### src/rtl/oled_spi_receiver_pkg.sv
// Shared opcodes, decoder state and pending-operation types for the OLED SPI receiver.
package oled_pkg;

  localparam logic [7:0] OP_DISPLAY_OFF = 8'hAE;
  localparam logic [7:0] OP_DISPLAY_ON  = 8'hAF;
  localparam logic [7:0] OP_CONTRAST    = 8'h81;
  localparam logic [7:0] OP_COL_ADDR    = 8'h21;
  localparam logic [7:0] OP_PAGE_ADDR   = 8'h22;
  localparam logic [7:0] CONTRAST_RESET = 8'h7F;

  typedef enum logic [1:0] {D_OPCODE, D_ARG1, D_ARG2} dec_state_e;
  typedef enum logic [1:0] {OPK_CONTRAST, OPK_COL, OPK_PAGE} op_kind_e;

  // Saturate an address argument to the last valid column/page index.
  function automatic logic [7:0] clamp_max(input logic [7:0] value, input logic [7:0] limit);
    return (value > limit) ? limit : value;
  endfunction

endpackage

### src/rtl/oled_spi_receiver_if.sv
// Display-side SPI link pins: the controller drives them, the receiver samples them.
interface oled_spi_receiver_if;
  logic spi_clk;
  logic spi_mosi;
  logic spi_cs;
  logic oled_dc;
  logic oled_res;

  modport master (output spi_clk, spi_mosi, spi_cs, oled_dc, oled_res);
  modport slave  (input  spi_clk, spi_mosi, spi_cs, oled_dc, oled_res);
endinterface

### src/rtl/oled_spi_receiver_spi_byte_rx.sv
// Synchronizes the SPI pins into clk, detects spi_clk rises and assembles MSB-first bytes.
module spi_byte_rx #(
  parameter int SYNC_STAGES = 2
) (
  input  logic                       clk,
  input  logic                       reset,
  oled_spi_receiver_if.slave         spi,
  output logic                       byte_valid,
  output logic [7:0]                 rx_byte,
  output logic                       byte_dc,
  output logic                       frame_err,
  output logic                       res_n
);

  logic [SYNC_STAGES-1:0] clk_sync, mosi_sync, cs_sync, dc_sync, res_sync;
  logic                   clk_prev, cs_prev;
  logic                   clk_s, mosi_s, cs_s, dc_s;
  logic                   clk_rise, cs_rise;
  logic [7:0]             shift_q;
  logic [2:0]             cnt_q;
  logic                   dc_q, done_q;

  assign clk_s    = clk_sync[SYNC_STAGES-1];
  assign mosi_s   = mosi_sync[SYNC_STAGES-1];
  assign cs_s     = cs_sync[SYNC_STAGES-1];
  assign dc_s     = dc_sync[SYNC_STAGES-1];
  assign res_n    = res_sync[SYNC_STAGES-1];
  assign clk_rise = clk_s & ~clk_prev;
  assign cs_rise  = cs_s & ~cs_prev;

  // The synchronizers keep tracking the pins during oled_res so no false edge appears on release.
  // NOTE: every clocked assignment uses <= so all flops see pre-edge values, as real flops do.
  always_ff @(posedge clk) begin
    if (!reset) begin
      clk_sync  <= '0;
      mosi_sync <= '0;
      cs_sync   <= '1;
      dc_sync   <= '0;
      res_sync  <= '1;
      clk_prev  <= 1'b0;
      cs_prev   <= 1'b1;
    end else begin
      clk_sync  <= {clk_sync[SYNC_STAGES-2:0], spi.spi_clk};
      mosi_sync <= {mosi_sync[SYNC_STAGES-2:0], spi.spi_mosi};
      cs_sync   <= {cs_sync[SYNC_STAGES-2:0], spi.spi_cs};
      dc_sync   <= {dc_sync[SYNC_STAGES-2:0], spi.oled_dc};
      res_sync  <= {res_sync[SYNC_STAGES-2:0], spi.oled_res};
      clk_prev  <= clk_s;
      cs_prev   <= cs_s;
    end
  end

  always_ff @(posedge clk) begin
    if (!reset || !res_n) begin
      shift_q    <= '0;
      cnt_q      <= '0;
      dc_q       <= 1'b0;
      done_q     <= 1'b0;
      byte_valid <= 1'b0;
      rx_byte    <= '0;
      byte_dc    <= 1'b0;
      frame_err  <= 1'b0;
    end else begin
      done_q     <= 1'b0;
      byte_valid <= done_q;
      frame_err  <= 1'b0;
      if (done_q) begin
        rx_byte <= shift_q;
        byte_dc <= dc_q;
      end
      if (cs_rise) begin
        frame_err <= (cnt_q != 3'd0);
        cnt_q     <= '0;
      end else if (clk_rise && !cs_s) begin
        shift_q <= {shift_q[6:0], mosi_s};
        cnt_q   <= cnt_q + 3'd1;
        if (cnt_q == 3'd7) begin
          done_q <= 1'b1;
          dc_q   <= dc_s;
        end
      end
    end
  end

endmodule

### src/rtl/oled_spi_receiver.sv
// OLED command/data decoder: display state, contrast, address windows and frame-buffer writes.
module oled_spi_receiver
  import oled_pkg::*;
#(
  parameter int COLS        = 128,
  parameter int PAGES       = 4,
  parameter int SYNC_STAGES = 2,
  parameter int FB_AW       = $clog2(COLS*PAGES)
) (
  input  logic             clk,
  input  logic             reset,
  oled_spi_receiver_if.slave spi,
  output logic             display_on,
  output logic [7:0]       contrast,
  output logic             fb_we,
  output logic [FB_AW-1:0] fb_addr,
  output logic [7:0]       fb_data,
  output logic             cmd_valid,
  output logic [7:0]       cmd_byte,
  output logic             frame_err
);

  localparam logic [7:0] COL_LAST  = 8'(COLS - 1);
  localparam logic [7:0] PAGE_LAST = 8'(PAGES - 1);

  logic       byte_valid, byte_dc, res_n;
  logic [7:0] rx_byte;

  spi_byte_rx #(.SYNC_STAGES(SYNC_STAGES)) u_rx (
    .clk        (clk),
    .reset      (reset),
    .spi        (spi),
    .byte_valid (byte_valid),
    .rx_byte    (rx_byte),
    .byte_dc    (byte_dc),
    .frame_err  (frame_err),
    .res_n      (res_n)
  );

  dec_state_e       state_q, state_d;
  op_kind_e         op_q, op_d;
  logic [7:0]       start_q, start_d;
  logic [7:0]       col_start_q, col_start_d, col_end_q, col_end_d, col_q, col_d;
  logic [7:0]       page_start_q, page_start_d, page_end_q, page_end_d, page_q, page_d;
  logic             display_on_d, fb_we_d, cmd_valid_d;
  logic [7:0]       contrast_d, fb_data_d, cmd_byte_d;
  logic [FB_AW-1:0] fb_addr_d, lin_addr;
  logic [7:0]       arg_limit, arg_clamped, arg_end;

  // NOTE: every signal gets its default up front so no path through the case leaves a latch.
  always_comb begin
    state_d      = state_q;
    op_d         = op_q;
    start_d      = start_q;
    col_start_d  = col_start_q;
    col_end_d    = col_end_q;
    col_d        = col_q;
    page_start_d = page_start_q;
    page_end_d   = page_end_q;
    page_d       = page_q;
    display_on_d = display_on;
    contrast_d   = contrast;
    fb_we_d      = 1'b0;
    fb_addr_d    = fb_addr;
    fb_data_d    = fb_data;
    cmd_valid_d  = 1'b0;
    cmd_byte_d   = cmd_byte;
    arg_limit    = (op_q == OPK_COL) ? COL_LAST : PAGE_LAST;
    arg_clamped  = clamp_max(rx_byte, arg_limit);
    arg_end      = (arg_clamped < start_q) ? start_q : arg_clamped;
    lin_addr     = FB_AW'(page_q) * FB_AW'(COLS) + FB_AW'(col_q);

    if (byte_valid && byte_dc) begin
      // A data byte always lands in the frame buffer and cancels any half-received command.
      fb_we_d   = 1'b1;
      fb_data_d = rx_byte;
      fb_addr_d = lin_addr;
      state_d   = D_OPCODE;
      if (col_q < col_end_q) begin
        col_d = col_q + 8'd1;
      end else begin
        col_d  = col_start_q;
        page_d = (page_q < page_end_q) ? page_q + 8'd1 : page_start_q;
      end
    end else if (byte_valid) begin
      cmd_valid_d = 1'b1;
      cmd_byte_d  = rx_byte;
      case (state_q)
        D_OPCODE: begin
          case (rx_byte)
            OP_DISPLAY_OFF: display_on_d = 1'b0;
            OP_DISPLAY_ON:  display_on_d = 1'b1;
            OP_CONTRAST:  begin op_d = OPK_CONTRAST; state_d = D_ARG1; end
            OP_COL_ADDR:  begin op_d = OPK_COL;      state_d = D_ARG1; end
            OP_PAGE_ADDR: begin op_d = OPK_PAGE;     state_d = D_ARG1; end
            default: ;
          endcase
        end
        D_ARG1: begin
          if (op_q == OPK_CONTRAST) begin
            contrast_d = rx_byte;
            state_d    = D_OPCODE;
          end else begin
            start_d = arg_clamped;
            state_d = D_ARG2;
          end
        end
        D_ARG2: begin
          if (op_q == OPK_COL) begin
            col_start_d = start_q;
            col_end_d   = arg_end;
            col_d       = start_q;
          end else begin
            page_start_d = start_q;
            page_end_d   = arg_end;
            page_d       = start_q;
          end
          state_d = D_OPCODE;
        end
        default: state_d = D_OPCODE;
      endcase
    end
  end

  always_ff @(posedge clk) begin
    if (!reset || !res_n) begin
      state_q      <= D_OPCODE;
      op_q         <= OPK_CONTRAST;
      start_q      <= '0;
      col_start_q  <= '0;
      col_end_q    <= COL_LAST;
      col_q        <= '0;
      page_start_q <= '0;
      page_end_q   <= PAGE_LAST;
      page_q       <= '0;
      display_on   <= 1'b0;
      contrast     <= CONTRAST_RESET;
      fb_we        <= 1'b0;
      fb_addr      <= '0;
      fb_data      <= '0;
      cmd_valid    <= 1'b0;
      cmd_byte     <= '0;
    end else begin
      state_q      <= state_d;
      op_q         <= op_d;
      start_q      <= start_d;
      col_start_q  <= col_start_d;
      col_end_q    <= col_end_d;
      col_q        <= col_d;
      page_start_q <= page_start_d;
      page_end_q   <= page_end_d;
      page_q       <= page_d;
      display_on   <= display_on_d;
      contrast     <= contrast_d;
      fb_we        <= fb_we_d;
      fb_addr      <= fb_addr_d;
      fb_data      <= fb_data_d;
      cmd_valid    <= cmd_valid_d;
      cmd_byte     <= cmd_byte_d;
    end
  end

endmodule

### src/flat_wrapper.sv
// flat-port wrapper written by rule: the top's interface ports become plain ports
module oled_spi_receiver_flat import oled_pkg::*;
#(
  parameter int COLS        = 128,
  parameter int PAGES       = 4,
  parameter int SYNC_STAGES = 2,
  parameter int FB_AW       = $clog2(COLS*PAGES)
)
  (clk, reset, display_on, contrast, fb_we, fb_addr, fb_data, cmd_valid, cmd_byte, frame_err, spi_spi_clk, spi_spi_mosi, spi_spi_cs, spi_oled_dc, spi_oled_res);
  oled_spi_receiver_if spi_i ();
  input  logic clk;
  input  logic reset;
  output logic display_on;
  output logic [7:0] contrast;
  output logic fb_we;
  output logic [FB_AW-1:0] fb_addr;
  output logic [7:0] fb_data;
  output logic cmd_valid;
  output logic [7:0] cmd_byte;
  output logic frame_err;
  input wire logic [$bits(spi_i.spi_clk)-1:0] spi_spi_clk;
  input wire logic [$bits(spi_i.spi_mosi)-1:0] spi_spi_mosi;
  input wire logic [$bits(spi_i.spi_cs)-1:0] spi_spi_cs;
  input wire logic [$bits(spi_i.oled_dc)-1:0] spi_oled_dc;
  input wire logic [$bits(spi_i.oled_res)-1:0] spi_oled_res;
  assign spi_i.spi_clk = spi_spi_clk;
  assign spi_i.spi_mosi = spi_spi_mosi;
  assign spi_i.spi_cs = spi_spi_cs;
  assign spi_i.oled_dc = spi_oled_dc;
  assign spi_i.oled_res = spi_oled_res;
  oled_spi_receiver #(.COLS(COLS), .PAGES(PAGES), .SYNC_STAGES(SYNC_STAGES), .FB_AW(FB_AW)) u_core (.clk(clk), .reset(reset), .spi(spi_i), .display_on(display_on), .contrast(contrast), .fb_we(fb_we), .fb_addr(fb_addr), .fb_data(fb_data), .cmd_valid(cmd_valid), .cmd_byte(cmd_byte), .frame_err(frame_err));
endmodule
### config.mk
export PLATFORM = sky130hd
export DESIGN_NAME = oled_spi_receiver_flat
export DESIGN_NICKNAME = d
export VERILOG_FILES = /design/src/rtl/oled_spi_receiver_pkg.sv /design/src/rtl/oled_spi_receiver_if.sv /design/src/rtl/oled_spi_receiver_spi_byte_rx.sv /design/src/rtl/oled_spi_receiver.sv /design/src/flat_wrapper.sv
export SDC_FILE = /design/constraint.sdc
export NUM_CORES = 1
export LEC_CHECK = 0
export CAP_MARGIN = 10
export CORE_MARGIN = 2
export CORE_UTILIZATION = 55
export CTS_BUF_LIST = sky130_fd_sc_hd__clkbuf_4 sky130_fd_sc_hd__clkbuf_8
export DETAILED_ROUTE_END_ITERATION = 8
export PLACE_DENSITY = 0.78
export SLEW_MARGIN = 20
export SYNTH_ARGS = -nofsm -noshare
export SYNTH_HDL_FRONTEND = slang
export SYNTH_HIERARCHICAL = 1
export SYNTH_SLANG_ARGS = --single-unit
### constraint.sdc
create_clock -name clk -period 7.1 [get_ports clk]
set_input_delay 1.065 -clock clk [delete_from_list [all_inputs] [get_ports clk]]
set_output_delay 1.065 -clock clk [all_outputs]
set_load 0.01 [all_outputs]
==> results of run 1 <==
synth_stat cells, types with 7 or more instances:
master and count:
a211oi_1 11, a21oi_1 79, and2_1 11, buf_2 10, clkbuf_1 24, dfxtp_1 132
ha_1 32, inv_1 32, mux2i_1 21, nand2_1 124, nand2b_1 9, nand3_1 38
nor2_1 56, nor3_1 12, o211ai_1 17, o21ai_0 16, o21ai_1 8, xnor2_1 7
worst reg2reg max path, stage by stage (launching register included):
cell	delay [ps]
dfxtp_1	390
nor2b_1	530
inv_2	210
ha_1	390
nand3_2	150
o221ai_4	340
o21ai_4	160
mux2_4	350
ha_1	300
a211oi_1	250
nand2_1	120
o31ai_4	340
and2_4	320
o31ai_1	110
o21ai_1	150
report_power, final:
part | switching, W | internal (W)
logic | 0.0000219 | 0.00000898
registers | 0.00000150 | 0.000743
clock network | 0.000312 | 0.000294
cell families after synthesis:
group	count (synthesis)	share of synthesized area
XOR/XNOR	10	0.01429
AO/OA/AOI/OAI	169	0.1742
adder cells (fa/ha/maj)	32	0.06533
AND/OR/NAND/NOR	287	0.2187
other	1	0.0006119
multiplexers	26	0.04655
buffers and inverters	72	0.04921
flip-flops	132	0.4312
cell type report:
type	instances	area, sq um
Fill cell	906	3850
Multi-Input combinational cell	525	3193
Clock inverter	13	125.1
Inverter	33	123.9
Tap cell	140	175.2
Sequential cell	132	2643
Timing Repair Buffer	49	475.5
Clock buffer	19	255.2
path summary, 6_finish.rpt:
path,from,endpoint,depth (start not counted)
max,u_core/op_q[0]$_SDFFE_PP0P_,u_core/page_end_q[0]$_SDFFE_PP1P_,14
min,u_core/u_rx/res_sync[0]$_SDFF_PN1_,u_core/u_rx/res_sync[1]$_SDFF_PN1_,1
max reg2reg,u_core/op_q[0]$_SDFFE_PP0P_,u_core/page_end_q[0]$_SDFFE_PP1P_,14
min reg2reg,u_core/u_rx/res_sync[0]$_SDFF_PN1_,u_core/u_rx/res_sync[1]$_SDFF_PN1_,1
metal layers:
layer / up-vias / wire, um
met3: 32 / 919
met5: - / 0
met2: 187 / 7181
met1: 2529 / 6799
li1: 2609 / -
met4: 0 / 430
through the flow:
| step | cell area, sq um | setup WS [ps] | std cells | hold slack, ps | total power (W) |
|---|---|---|---|---|---|
| 2_1_floorplan | 6128 | 3621 | 729 | 386.3 | 0.0007824 |
| 3_3_place_gp | 6601 | 3125 | 878 | 394.8 | 0.0007911 |
| 3_5_place_dp | 6601 | 2926 | 878 | 393.3 | 0.0007920 |
| 4_1_cts | 6982 | 2909 | 910 | 416.0 | 0.001391 |
| 5_1_grt | 6990 | 2604 | 911 | 422.5 | 0.001424 |
| 6_report | 6990 | 2921 | 911 | 412.5 | 0.001382 |
cells in the final DEF, fill, tap and decap left out, drive strengths merged, types with 6 or more instances in the layout:
cell type | netlist | routed
nand2b | 9 | 9
a31oi | 6 | 6
nand2 | 126 | 126
a211oi | 12 | 12
inv | 33 | 37
clkinv | 0 | 6
nand3 | 39 | 39
xnor2 | 7 | 7
and3 | 6 | 6
a21oi | 81 | 81
dfxtp | 132 | 132
clkdlybuf4s50 | 0 | 43
ha | 32 | 32
and2 | 12 | 12
mux2i | 21 | 21
nor2 | 56 | 56
a221oi | 6 | 6
clkbuf | 24 | 20
o21ai | 25 | 25
nor3 | 15 | 15
o211ai | 17 | 17
==> results.sh, run 1 <==
export IMPL_critical_path_slowest_cell="nor2b_1"
export IMPL_synth_ff_type="dfxtp_1"
export IMPL_cts_buffers=17
export IMPL_clock_latency_ps=450
export IMPL_pwr_density_cell_nw_per_um2=197.7
export IMPL_wl_per_cell_um=16.83
export IMPL_grt_met3_usage=0.07232
export IMPL_die_w_um=109.6
export IMPL_syn_area_sq_um=6128
export IMPL_start_kind="register"
export IMPL_critPathMaxFanout=14
export IMPL_die_height_um=109.6
export IMPL_end_kind="register"
export IMPL_synthCells=729
export IMPL_drt_iter0_markers=546
export IMPL_ctsResizeCount=0
export IMPL_final_min_clock_period_ps=4179
export IMPL_num_vias=5357
export IMPL_dr_pass1_iters=9
export IMPL_grt_overflow=0
export IMPL_nets=797
export IMPL_timing_critical_path_mode_cell="ha_1"
export IMPL_cts_tree="done"
export IMPL_synth_top_area_frac=0.4312
export IMPL_io_buffers=43
export IMPL_area_delta_synth_final_pct=14.07
export IMPL_cts_sinks=132
export IMPL_synth_edf_count=0
export IMPL_ys_seq_area_frac=0.4312
export IMPL_core_area_sq_um=10840
export IMPL_drive_above_1_share=0.08171
export IMPL_grt_met1_usage=0.3428
export IMPL_grt_max_degree=42
export IMPL_path_buf_inv=1
export IMPL_ff2ff_setup_slack_ps=2920
export IMPL_post_route_period_util=0.5885
export IMPL_ys_warn_count=6
export IMPL_status="finished, final reports clean"
export IMPL_worstPathCellList="nor2b_1, inv_2, ha_1, nand3_2, o221ai_4, o21ai_4, mux2_4, ha_1, a211oi_1, nand2_1, o31ai_4, and2_4, o31ai_1, o21ai_1"
export IMPL_design_die_area_sq_um=12000
export IMPL_max_freq_mhz=239.3
export IMPL_largest_reg_flops=9
export IMPL_top_usage_layer="met2"
export IMPL_finalCoreUtilization=0.6449
export IMPL_hold_buffers=0
export IMPL_synthTopCellsByArea="dfxtp_1, nand2_1, ha_1"
export IMPL_clkSlewWorstSetupHoldPaths_ps=80
export IMPL_place_congestion=0.8626
export IMPL_peakVddDrop_uv=189.7
export IMPL_postCtsSetupBuffers=0
export IMPL_ys_ff_latch=132
export IMPL_cp_arrival_ps=4550
export IMPL_drt_total_wl_mm=15.33
export IMPL_grt_pass1_vias=5033
export IMPL_start_util=0.5653
export IMPL_timing_critical_path_slowest_cell_delay_ps=530
export IMPL_synth_distinct_cells=58
export IMPL_async_flop_share=0
export IMPL_drv_cap=0
export IMPL_via_per_inst=5.880
export IMPL_htree_levels=4
export IMPL_fp_row_count=38
export IMPL_synth_largest_area_cell="dfxtp_1"
export IMPL_setup_violations=0
export IMPL_cp_top_family="compound AO/OA/AOI/OAI gates"
export IMPL_tightest_slew_ps=1054
export IMPL_clock_path_buffers=2
export IMPL_n_antenna_cell=0
export IMPL_ioPinCount=44
export IMPL_setup_tns_ps=0
export IMPL_power_leakage_nw=2.605
export IMPL_root_buffer="clkbuf_8"
export IMPL_synth_avg_cell_area_sq_um=8.407
export IMPL_grt_use_met2=0.4330
export IMPL_ant_nets=0
export IMPL_hp_class="register to register"
export IMPL_regMostFlops="u_core/fb_addr"
export IMPL_hold_violations=0
export IMPL_drc=0
export IMPL_dp_hpwl_mm=10.32
export IMPL_max_slew_margin=0.2929
export IMPL_maxSlewViolCount=0
export IMPL_grt_usage=0.2723
export IMPL_antenna_found_initial=0
export IMPL_finClkSkew_ps=15.32
export IMPL_grt_pass1_wl_mm=24.91
export IMPL_syn_num_nets=768
export IMPL_rsz0062_at_grt="no"
export IMPL_cp_data_required_time_ps=7470
export IMPL_path_class="register to register"
(Power assumes the default switching activity.)
==> run 2: changes to the inputs <==
- PLACE_DENSITY: 0.78 -> 0.81
- clock period: 7.1 -> 3.8 ns (I/O delays scaled with it)
==> run 2 against run 1 <==
First-iteration DRC count grew 1.1%. Worst hold slack improved by 10 ps. Wire length increased by 4.6%. Count of clock-buffer cells in the layout fell by 1.
==> results.sh, run 2 (synthesis gave the netlist of run 1 again) <==
export IMPL_drive_above_1_share=0.09859
export IMPL_max_slew_margin=0.2876
export IMPL_peakVddDrop_uv=471.1
export IMPL_grt_use_met2=0.4497
export IMPL_power_w=0.002727
export IMPL_core_area_sq_um=10840
export IMPL_htree_levels=4
export IMPL_place_congestion=0.9171
export IMPL_area_delta_synth_final_pct=17.15
export IMPL_grt_overflow=0
export IMPL_hold_buffers=0
export IMPL_status="finished, final reports clean"
export IMPL_final_cell_mix="dfxtp_1, nand2_1, a21oi_1, nor2_1, clkdlybuf4s50_1"
export IMPL_dp_hpwl_mm=10.51
export IMPL_final_common_cell="dfxtp_1"
export IMPL_setup_violations=0
export IMPL_critPathMaxFanout=8
export IMPL_tightest_slew_ps=1064
export IMPL_ff2ff_setup_slack_ps=160
export IMPL_nets=807
export IMPL_cp_top_family="compound AO/OA/AOI/OAI gates"
export IMPL_final_min_clock_period_ps=3635
export IMPL_reg2reg_from="u_core/op_q[0]$_SDFFE_PP0P_"
export IMPL_post_route_period_util=0.9567
export IMPL_rr_endpoint="u_core/page_end_q[4]$_SDFFE_PP0P_"
export IMPL_start_kind="register"
export IMPL_root_buffer="clkbuf_8"
export IMPL_clock_path_buffers=2
export IMPL_timing_critical_path_slowest_cell_delay_ps=400
export IMPL_via_per_inst=5.974
export IMPL_cp_data_required_time_ps=4170
export IMPL_die_w_um=109.6
export IMPL_cp_arrival_ps=4000
export IMPL_power_leakage_nw=2.690
export IMPL_cts_buffers=17
export IMPL_maxSlewViolCount=0
export IMPL_die_height_um=109.6
export IMPL_path_buf_inv=1
export IMPL_regMostFlops="u_core/fb_addr"
export IMPL_ioPinCount=44
export IMPL_grt_met1_usage=0.3353
export IMPL_cp_num_cells=14
export IMPL_place_area_sq_um=6666
export IMPL_ant_nets=0
export IMPL_grt_met3_usage=0.07113
export IMPL_drt_total_wl_mm=16.03
export IMPL_fill_cells=866
export IMPL_io_buffers=43
export IMPL_design_area_sq_um=7179
export IMPL_hp_class="register to register"
export IMPL_grt_max_degree=58
export IMPL_clock_latency_ps=440
export IMPL_finClkSkew_ps=9.739
export IMPL_clkSlewWorstSetupHoldPaths_ps=80
export IMPL_finalCoreUtilization=0.6623
export IMPL_grt_pass1_vias=5228
export IMPL_drc=0
export IMPL_drt_iter0_markers=552
export IMPL_max_freq_mhz=275.1
export IMPL_whs_ps=422.7
export IMPL_pwr_density_cell_nw_per_um2=379.9
export IMPL_min_path_cells=1
export IMPL_cts_sinks=132
export IMPL_crit_start="u_core/op_q[0]$_SDFFE_PP0P_"
export IMPL_cts_tree="done"
export IMPL_end_kind="register"
export IMPL_wl_per_cell_um=17.41
export IMPL_worstPathCellList="nor2b_4, inv_2, ha_1, nand3_4, o221ai_4, o21ai_4, mux2_4, ha_1, a211oi_1, nand2_1, o31ai_4, and2_2, o211ai_1, a21oi_1"
export IMPL_crit_end="u_core/page_end_q[4]$_SDFFE_PP0P_"
export IMPL_grt_usage=0.2748
export IMPL_antenna_found_initial=0
export IMPL_num_vias=5502
export IMPL_fp_row_count=38
export IMPL_critical_path_slowest_cell="o31ai_4"
export IMPL_n_antenna_cell=0
export IMPL_rr_worst_depth=14
export IMPL_dr_pass1_iters=5
export IMPL_largest_reg_flops=9
export IMPL_drv_cap=0
export IMPL_timing_critical_path_mode_cell="ha_1"
export IMPL_design_die_area_sq_um=12000
export IMPL_top_usage_layer="met2"
export IMPL_hold_violations=0
export IMPL_grt_pass1_wl_mm=25.36
export IMPL_path_class="register to register"
export IMPL_start_util=0.5653
==> run 2: cell count changes in the layout (fill, tap and decap cells not counted), sizes merged, moves of 2 or more <==
cell / change
clkinv: -3
bufinv: +2
buf: +8
inv: +3
==> run 2: power breakdown <==
group	internal [W]	total [W]	leakage, nW	switching, W
Combinational	0.0000206	0.0000636	1.41	0.0000430
Sequential	0.00139	0.00139	1.07	0.00000266
Clock	0.000676	0.00127	0.215	0.000598
==> run 2: final cells by class <==
cell class                 count  area (sq um)  area share
sequential                   132          2646      0.3686
multi-input combinational    527          3257      0.4536
clock buffer                  18         241.5     0.03364
timing repair buffer          57         548.0     0.07633
tap                          140         175.2     0.02440
inverter                      33         123.9     0.01725
clock inverter                14         187.7     0.02614
==> run 2: worst min-delay path by stage <==
| stage | startpoint | end |
|---|---|---|
| 6_report | u_core/u_rx/cs_sync[0]$_SDFF_PN1_ | u_core/u_rx/cs_sync[1]$_SDFF_PN1_ |
| 5_1_grt | u_core/u_rx/dc_sync[0]$_SDFF_PN0_ | u_core/u_rx/dc_sync[1]$_SDFF_PN0_ |
| 4_1_cts | u_core/u_rx/cs_sync[0]$_SDFF_PN1_ | u_core/u_rx/cs_sync[1]$_SDFF_PN1_ |
| 3_5_place_dp | u_core/u_rx/res_sync[0]$_SDFF_PN1_ | u_core/u_rx/res_sync[1]$_SDFF_PN1_ |
| 3_3_place_gp | u_core/u_rx/cs_sync[0]$_SDFF_PN1_ | u_core/u_rx/cs_sync[1]$_SDFF_PN1_ |
| 2_1_floorplan | u_core/u_rx/cs_sync[0]$_SDFF_PN1_ | u_core/u_rx/cs_sync[1]$_SDFF_PN1_ |
==> run 2: what timing repair did <==
item	CTS	global route
resized for setup	0	9
setup buffers	0	1
endpoints found under the setup margin	0	16
==> run 2: worst register-to-register path, stage by stage, from the launching register on <==
cell      delay [ps]
dfxtp_4          380
nor2b_4          150
inv_2            100
ha_1             360
nand3_4          110
o221ai_4         310
o21ai_4          170
mux2_4           350
ha_1             290
a211oi_1         260
nand2_1          160
o31ai_4          400
and2_2           290
o211ai_1         100
a21oi_1          130
==> run 2: layer usage <==
layer	share of wire	vias to the layer above	wire, um
li1	-	2620	-
met1	0.41	2600	6652
met2	0.48	237	7735
met3	0.065	45	1050
met4	0.037	0	596
met5	0	-	0
==> run 2: stage by stage <==
step	setup WS, ps	setup TNS [ps]	instances
finish	164.6	0	921
global route	-71.10	-470.3	921
CTS	48.97	0	917
detailed placement	76.25	0	885
global placement	190.3	0	885
floorplan	320.9	0	729
==> run 3: changes to the inputs <==
- CTS_CLUSTER_DIAMETER: unset -> 120
==> results of run 3 <==
The final DEF is identical to that of run 2; final timing and power are the same.
